`src/rtl/wb_regfile_if.sv`:
```
// Purpose: MEM/WB writeback inputs, decode read ports and debug counter of wb_regfile.
// Latency: n/a (signal bundle only).
// Backpressure: none; the master drives MEM/WB fields and read indices, the slave drives data back.
//
// Ports (signals):
//   mem_wb_RegWrite, mem_wb_MemtoReg, readdata_in, alu_result_in, wb_rd : writeback request
//   rs1, rs2                                                          : decode read indices
//   rdata1, rdata2, wb_data, wb_count                                 : register file responses
interface wb_regfile_if #(
    parameter int DATA_W = 32,
    parameter int ADDR_W = 5
);
    logic              mem_wb_RegWrite;
    logic              mem_wb_MemtoReg;
    logic [DATA_W-1:0] readdata_in;
    logic [DATA_W-1:0] alu_result_in;
    logic [ADDR_W-1:0] wb_rd;
    logic [ADDR_W-1:0] rs1;
    logic [ADDR_W-1:0] rs2;
    logic [DATA_W-1:0] rdata1;
    logic [DATA_W-1:0] rdata2;
    logic [DATA_W-1:0] wb_data;
    logic [31:0]       wb_count;

    modport master (
        output mem_wb_RegWrite, mem_wb_MemtoReg, readdata_in, alu_result_in, wb_rd, rs1, rs2,
        input  rdata1, rdata2, wb_data, wb_count
    );

    modport slave (
        input  mem_wb_RegWrite, mem_wb_MemtoReg, readdata_in, alu_result_in, wb_rd, rs1, rs2,
        output rdata1, rdata2, wb_data, wb_count
    );
endinterface

```
`src/rtl/wb_regfile.sv`:
```
// Purpose: writeback mux, 2^ADDR_W x DATA_W architectural register file, commit counter.
// Latency: writes commit on the next rising edge; reads and write-to-read bypass are combinational.
// Backpressure: none; a write is accepted every cycle it is presented with RegWrite=1 and rd!=0.
//
// Ports:
//   clk    : core clock, state updates on rising edge
//   rst_n  : asynchronous active-low reset, clears registers and wb_count
//   bus    : wb_regfile_if slave (MEM/WB writeback fields, decode read ports, wb_count)
module wb_regfile #(
    parameter int DATA_W = 32,
    parameter int ADDR_W = 5
) (
    input  logic           clk,
    input  logic           rst_n,
    wb_regfile_if.slave    bus
);
    localparam int NREG = 1 << ADDR_W;

    logic [DATA_W-1:0] regs_q [NREG];
    logic [DATA_W-1:0] regs_d [NREG];
    logic [31:0]       wb_count_q;
    logic [31:0]       wb_count_d;

    logic [DATA_W-1:0] wb_data;
    logic              wr_en;
    logic [DATA_W-1:0] rdata1;
    logic [DATA_W-1:0] rdata2;

    // Writeback select is always driven, even when no write is requested.
    assign wb_data = bus.mem_wb_MemtoReg ? bus.readdata_in : bus.alu_result_in;

    // Index 0 is the hardwired zero register: writes to it are dropped entirely,
    // including the commit count.
    assign wr_en = bus.mem_wb_RegWrite && (bus.wb_rd != '0);

    always_comb begin
        regs_d     = regs_q;
        wb_count_d = wb_count_q;
        if (wr_en) begin
            regs_d[bus.wb_rd] = wb_data;
            wb_count_d        = wb_count_q + 32'd1;   // wraps naturally at 2^32
        end
    end

    // Read ports: zero register first, then same-cycle bypass so decode never
    // sees the stale copy of a register being written back this cycle.
    always_comb begin
        rdata1 = regs_q[bus.rs1];
        if (bus.rs1 == '0) begin
            rdata1 = '0;
        end else if (wr_en && (bus.wb_rd == bus.rs1)) begin
            rdata1 = wb_data;
        end
    end

    always_comb begin
        rdata2 = regs_q[bus.rs2];
        if (bus.rs2 == '0) begin
            rdata2 = '0;
        end else if (wr_en && (bus.wb_rd == bus.rs2)) begin
            rdata2 = wb_data;
        end
    end

    // Reset has priority, so writes are blocked for as long as rst_n is low.
    always_ff @(posedge clk or negedge rst_n) begin
        if (!rst_n) begin
            for (int i = 0; i < NREG; i++) begin
                regs_q[i] <= '0;
            end
            wb_count_q <= '0;
        end else begin
            for (int i = 0; i < NREG; i++) begin
                regs_q[i] <= regs_d[i];
            end
            wb_count_q <= wb_count_d;
        end
    end

    assign bus.wb_data  = wb_data;
    assign bus.rdata1   = rdata1;
    assign bus.rdata2   = rdata2;
    assign bus.wb_count = wb_count_q;
endmodule

```
`src/flat_wrapper.sv`:
```
// flat-port wrapper written by rule: the top's interface ports become plain ports
module wb_regfile_flat 
#(
    parameter int DATA_W = 32,
    parameter int ADDR_W = 5
)
  (clk, rst_n, bus_mem_wb_RegWrite, bus_mem_wb_MemtoReg, bus_readdata_in, bus_alu_result_in, bus_wb_rd, bus_rs1, bus_rs2, bus_rdata1, bus_rdata2, bus_wb_data, bus_wb_count);
  wb_regfile_if #(.DATA_W(DATA_W), .ADDR_W(ADDR_W)) bus_i ();
  input  logic clk;
  input  logic rst_n;
  input wire logic [$bits(bus_i.mem_wb_RegWrite)-1:0] bus_mem_wb_RegWrite;
  input wire logic [$bits(bus_i.mem_wb_MemtoReg)-1:0] bus_mem_wb_MemtoReg;
  input wire logic [$bits(bus_i.readdata_in)-1:0] bus_readdata_in;
  input wire logic [$bits(bus_i.alu_result_in)-1:0] bus_alu_result_in;
  input wire logic [$bits(bus_i.wb_rd)-1:0] bus_wb_rd;
  input wire logic [$bits(bus_i.rs1)-1:0] bus_rs1;
  input wire logic [$bits(bus_i.rs2)-1:0] bus_rs2;
  output wire logic [$bits(bus_i.rdata1)-1:0] bus_rdata1;
  output wire logic [$bits(bus_i.rdata2)-1:0] bus_rdata2;
  output wire logic [$bits(bus_i.wb_data)-1:0] bus_wb_data;
  output wire logic [$bits(bus_i.wb_count)-1:0] bus_wb_count;
  assign bus_i.mem_wb_RegWrite = bus_mem_wb_RegWrite;
  assign bus_i.mem_wb_MemtoReg = bus_mem_wb_MemtoReg;
  assign bus_i.readdata_in = bus_readdata_in;
  assign bus_i.alu_result_in = bus_alu_result_in;
  assign bus_i.wb_rd = bus_wb_rd;
  assign bus_i.rs1 = bus_rs1;
  assign bus_i.rs2 = bus_rs2;
  assign bus_rdata1 = bus_i.rdata1;
  assign bus_rdata2 = bus_i.rdata2;
  assign bus_wb_data = bus_i.wb_data;
  assign bus_wb_count = bus_i.wb_count;
  wb_regfile #(.DATA_W(DATA_W), .ADDR_W(ADDR_W)) u_core (.clk(clk), .rst_n(rst_n), .bus(bus_i));
endmodule
```
`config.mk`:
```
export PLATFORM = sky130hd
export DESIGN_NAME = wb_regfile_flat
export DESIGN_NICKNAME = d
export VERILOG_FILES = /design/src/rtl/wb_regfile_if.sv /design/src/rtl/wb_regfile.sv /design/src/flat_wrapper.sv
export SDC_FILE = /design/constraint.sdc
export NUM_CORES = 2
export LEC_CHECK = 0
export ABC_CLOCK_PERIOD_IN_PS = 10500
export CAP_MARGIN = 20
export CORE_MARGIN = 3
export CORE_UTILIZATION = 25
export CTS_CLUSTER_SIZE = 10
export DETAILED_ROUTE_END_ITERATION = 10
export PLACE_DENSITY = 0.36
export SLEW_MARGIN = 20
export SYNTH_ARGS = -nofsm -noshare
export SYNTH_HDL_FRONTEND = slang
export SYNTH_SLANG_ARGS = --single-unit
```
`constraint.sdc`:
```
create_clock -name clk -period 10.5 [get_ports clk]
set_input_delay 2.625 -clock clk [delete_from_list [all_inputs] [get_ports clk]]
set_output_delay 2.625 -clock clk [all_outputs]
set_load 0.1 [all_outputs]
```
[After elaboration in Yosys (flattened, before gate mapping)]
Cells that the tools add are included.
Word-level totals
  flip-flop bits (word level): 1056
  input bits: 83
  logic and storage cells: 64
Cells by class
  add/subtract/negate cells: 1
  $lt $le $gt $ge: 4
  equal/unequal tests: 2
  muxes and demuxes: 14
  bitwise operators: 3
  reductions and logical operators: 7
Operators with widths (number)
  $bwmux W1024: 1
  $bmux W32 S5: 2
  $mux W32: 10
  $demux W32 S5: 1
  $add A32 B1 Y32 const B: 1
  $ge A6 B6 Y1 const B: 3
  $not A5 Y6: 3
  $eq A5 B5 Y1: 2
  $logic_not A5 Y1: 2
  $lt A6 B1 Y1 const B: 1
  $reduce_bool A5 Y1: 1
  $logic_and A1 B1 Y1: 4

[Longest topological paths before layout]
  word-level depth: 6
  mapped depth: 12
  mapped depth without buffers: 6

[Worst setup path before layout]
OpenSTA, ideal clock, no wires.
  path kind: input to output
  start point: input bus_wb_rd[0]
  end point: output bus_rdata2[12]
  arrival time: 6367 ps
  data required time: 7875 ps
  setup slack: 1508 ps
  cell stages on the path: 8
  path buffers: 3
  cells stage by stage: buf_2 or2_1 buf_2 o41a_1 nand4_1 nand2_1 buf_2 o32ai_1
On the way
  cells in the longest elaborated chain, start to end: 5
Ends and longest elaborated chain
  from (decl): line flat_wrapper.sv:15  | input wire logic [$bits(bus_i.wb_rd)-1:0] bus_wb_rd;
  $reduce_bool A5 Y1: line wb_regfile.sv:34  | assign wr_en = bus.mem_wb_RegWrite && (bus.wb_rd != '0);
  $logic_and A1 B1 Y1: line wb_regfile.sv:34
  $logic_and A1 B1 Y1 (*): line wb_regfile.sv:60  | end else if (wr_en && (bus.wb_rd == bus.rs2)) begin
  $mux W32 (*): line wb_regfile.sv:60
  $mux W32 (*): line wb_regfile.sv:58  | if (bus.rs2 == '0) begin
  to (decl): line flat_wrapper.sv:19  | output wire logic [$bits(bus_i.rdata2)-1:0] bus_rdata2;
Mark *: on every way between the ends. The rest lies on a longest branch, timed or not.

[Worst setup path after layout]
  start point: input bus_wb_rd[1]
  end point: output bus_rdata2[9]
Same word-level chain as after synthesis.

==> summary.md <==
| Metric | Value |
|---|---|
| Clk root buf | `clkbuf_16` |
| Hold Buf Count CTS | `0` |
| Setup-failing EPs final | `0` |
| Site row count | `about 170` |
| Mapped Cells | `between 5000 and 6000` |
| Syn Area/Cell | `about 11 µm²` |
| Slew @ Worst Pin | `between 1 and 1.5 ns` |
| Asr flop ratio synth | `1.000` |
| Synth Area in Adders | `0.0002250` |
| Critical Path Most Common Cell | `buf_4` |
| PortBufs | `210` |
| Worst path slowest cell | `o22ai_1` |
| Initial antenna violation count | `6` |
| CTS tree | `done` |
| Num CTS Buffers | `134` |
| Chip height | `477.7 µm` |
| Maximum vdd drop | `~110 µV` |
| Gr ovfl total | `0` |
| Synth Area in Simple Gates | `0.09414` |
| RSZ-0062 raised after global routing | `false` |
| Max Cap Viol | `0` |
| HP Start | `u_core.regs_q[997]` |
| Area delta synth->final | `16.52%` |
| Placed wire-length estimate | `~150 mm` |
| I/O pin cnt | `between 200 and 250` |
| CP Cell Sequence | `clkdlybuf4s50_1 -> or2_1 -> o41a_1 -> nand4_1 -> buf_4 -> nand2_1 -> o22ai_1 -> buf_4` |
| Clock latency on the worst-skew pair | `approximately 0.76 ns` |
| Synth area leaders | `dfrtp_1 48%, mux4_2 16%, a21oi_1 6.2%` |
| Sequential fraction of the synthesis area | `0.4751` |
| Status | `completed` |
| DRC Markers | `0` |
| Worst min path class | `reg2reg` |
| # clock sinks | `roughly 1100` |
| Final wirelength | `between 200 and 250 mm` |
| Critical path class | `in2out` |
| Critical path startpoint category | `primary input` |
| Post-synthesis xor/xnor area fraction | `0.006456` |
| DR vias | `around 42000` |
| Slew headroom | `0.2383` |
| Final min period | `roughly 9.2 ns` |
| Leak Pwr | `26.86 nW` |
| Die area | `0.2282 mm²` |
| FF-to-FF Start | `u_core.bus.wb_count[6]` |
| Post_cts resized | `0` |
| Yosys warns | `0` |
| Max clock buf depth | `3` |
| CP endpoint kind | `output pin` |
| Highest Clock Rate | `roughly 110 MHz` |
| Total power | `13.55 mW` |
| Initial Util | `0.2524` |
| Yosys top cell by area | `dfrtp_1` |
| Share of the synthesized area in the top cell type | `0.4751` |
| Setup bufs post-CTS | `0` |
| Routability cong. | `approximately 0.80` |
| H-tree depth | `4` |
| Core Area | `between 0.2 and 0.25 mm²` |
| Flops & latches, synth | `1056` |
| Yosys cell types | `64` |
| Most frequent cells in the layout | `1056 x dfrtp_1, 692 x a21oi_1, 657 x nor2_1, 458 x o21ai_0, 446 x nand2_1` |
| Drt first pass iters | `5` |
| Slew Limit Fails | `0` |
| Most common cell after layout, fill and taps aside | `dfrtp_1` |
| Mux contribution to synthesized area | `0.2272` |
| Slowest stage delay, CP | `around 0.8 ns` |
| RR Endpoint | `u_core.bus.wb_count[31]` |
| First-pass GRT wire length | `~350 mm` |
| Vias in the first global route | `42430` |
| Drt initial violations | `approximately 3200` |
| Compound-Gate Fraction of Synth Area | `0.1454` |
| Vias per cell | `~5.1` |
| Antenna-violating nets left | `0` |
| DR WL/cell | `about 30 µm` |
| Clock slew seen by the registers of the worst setup and hold paths | `around 0.050 ns` |
| Number of synthesized flops with an enable pin | `0` |
| GRT Resource Usage Total | `0.2128` |
| Largest net degree at the start of global routing | `162` |
| Hold depth | `0` |
| Skew final | `0.01423 ns` |
| Post-Syn Area | `around 0.056 mm²` |
| R2r setup slk | `about 8.2 ns` |
| Setup tns final | `0 ns` |
| Nets | `between 5000 and 6000` |
| Post-synthesis net count | `between 5000 and 6000` |
| FF-to-FF path depth | `6` |
| Tcrit/Tclk final | `0.8773` |
| Power density over cell area | `between 200 and 250 mW/mm²` |
| Req. time, crit path | `just under 8 ns` |
| Main combinational cell family by area after synthesis | `multiplexers` |
| CP Max Fanout | `18` |
| Hold Path End | `u_core.regs_q[997]` |
| CP arrival | `around 6.6 ns` |
| Final hold violation count | `0` |
| Ys flop type | `dfrtp_1` |
| Die Wd | `between 400 and 500 µm` |
| Share of cells above drive strength 1 | `0.1702` |
## state kept, by name, indices dropped and copies added, names as in the netlist
register	count
u_core.regs_q	1024
u_core.bus.wb_count	32
## worst max-delay path: cells and delay by family
kind | cells | cell delay, ns
buffers and inverters | 3 | 1.30
and+or+nand+nor | 3 | 1.28
AOI/OAI and AO/OA | 2 | 1.35
## Yosys cell counts, types with 5 or more instances
library cell,number
and4_1,5
mux4_1,20
a221o_1,27
buf_1,11
a32oi_1,7
a221oi_1,104
buf_4,28
o31ai_1,7
inv_1,36
buf_2,53
o21ai_0,460
mux2i_1,334
nor2b_1,21
o32a_1,5
o211ai_1,5
xor2_1,17
and3_1,7
a22oi_1,37
nor3_1,24
buf_6,30
nor4_1,6
o22ai_1,25
nand2_1,457
nand4_1,14
nor2_1,677
and2_1,7
nor3b_1,6
nand3_1,23
a31oi_1,5
o21ai_1,10
a21boi_0,7
nand2b_1,30
a21oi_1,692
dfrtp_1,1056
xnor2_1,24
buf_12,11
clkbuf_1,417
mux4_2,384
a211oi_1,19
## worst max path at each step
stage,from,to,slack [ns]
detailed placement,bus_wb_rd[1],bus_rdata2[9],1.21
CTS,bus_wb_rd[1],bus_rdata2[9],1.19
global placement,bus_wb_rd[0],bus_rdata2[9],1.26
floorplan,bus_wb_rd[0],bus_rdata2[12],1.51
global route,bus_wb_rd[0],bus_rdata2[9],1.24
finish,bus_wb_rd[1],bus_rdata2[9],1.29
## metal layers
| metal | wire [µm] | track usage | up-vias |
|---|---|---|---|
| met5 | 13 | 0 | - |
| met4 | 6783 | 0.05801 | 2 |
| met3 | 9632 | 0.02819 | 273 |
| met2 | 121300 | 0.3629 | 1025 |
| met1 | 107900 | 0.2828 | 21891 |
| li1 | - | - | 18652 |
## power by group
part / switching [mW] / internal (mW)
clock: 1.86 / 2.56
sequential: 0.687 / 4.95
combinational: 2.05 / 1.45
## metrics by stage
step / setup WS, ns / cells / hold WS [ns] / utilization / cell area (µm²)
floorplan: 1.508 / 5163 / 0.4385 / - / 55620
global placement: 1.256 / 7933 / 0.3775 / 0.2757 / 60750
detailed placement: 1.214 / 7935 / 0.3812 / 0.2759 / 60800
CTS: 1.189 / 8145 / 0.3957 / 0.2940 / 64790
global route: 1.243 / 8147 / 0.4018 / 0.2941 / 64810
finish: 1.288 / 8147 / 0.3922 / 0.2941 / 64810
## area by class of cell
class / count / area (µm²)
fill: 22827 / 155600
antenna: 1 / 2.502
timing repair buffer: 371 / 3505
multi-input combinational: 3514 / 27050
inverter: 37 / 140.1
clock buffer: 198 / 3890
clock inverter: 12 / 98.84
tap: 2958 / 3701
sequential: 1056 / 26430
## kinds of logic (layout without fill, tap and decap cells)
kind of cell               Yosys count  count (layout)
adders and majority gates            1               1
buffers and inverters              593             618
DFF                               1056            1056
AOI/OAI and AO/OA                 1435            1435
xor gates and xnor gates            41              41
muxes                              744             744
other                                0               1
and+or+nand+nor                   1293            1293
Power figures use the tool's default switching activity.
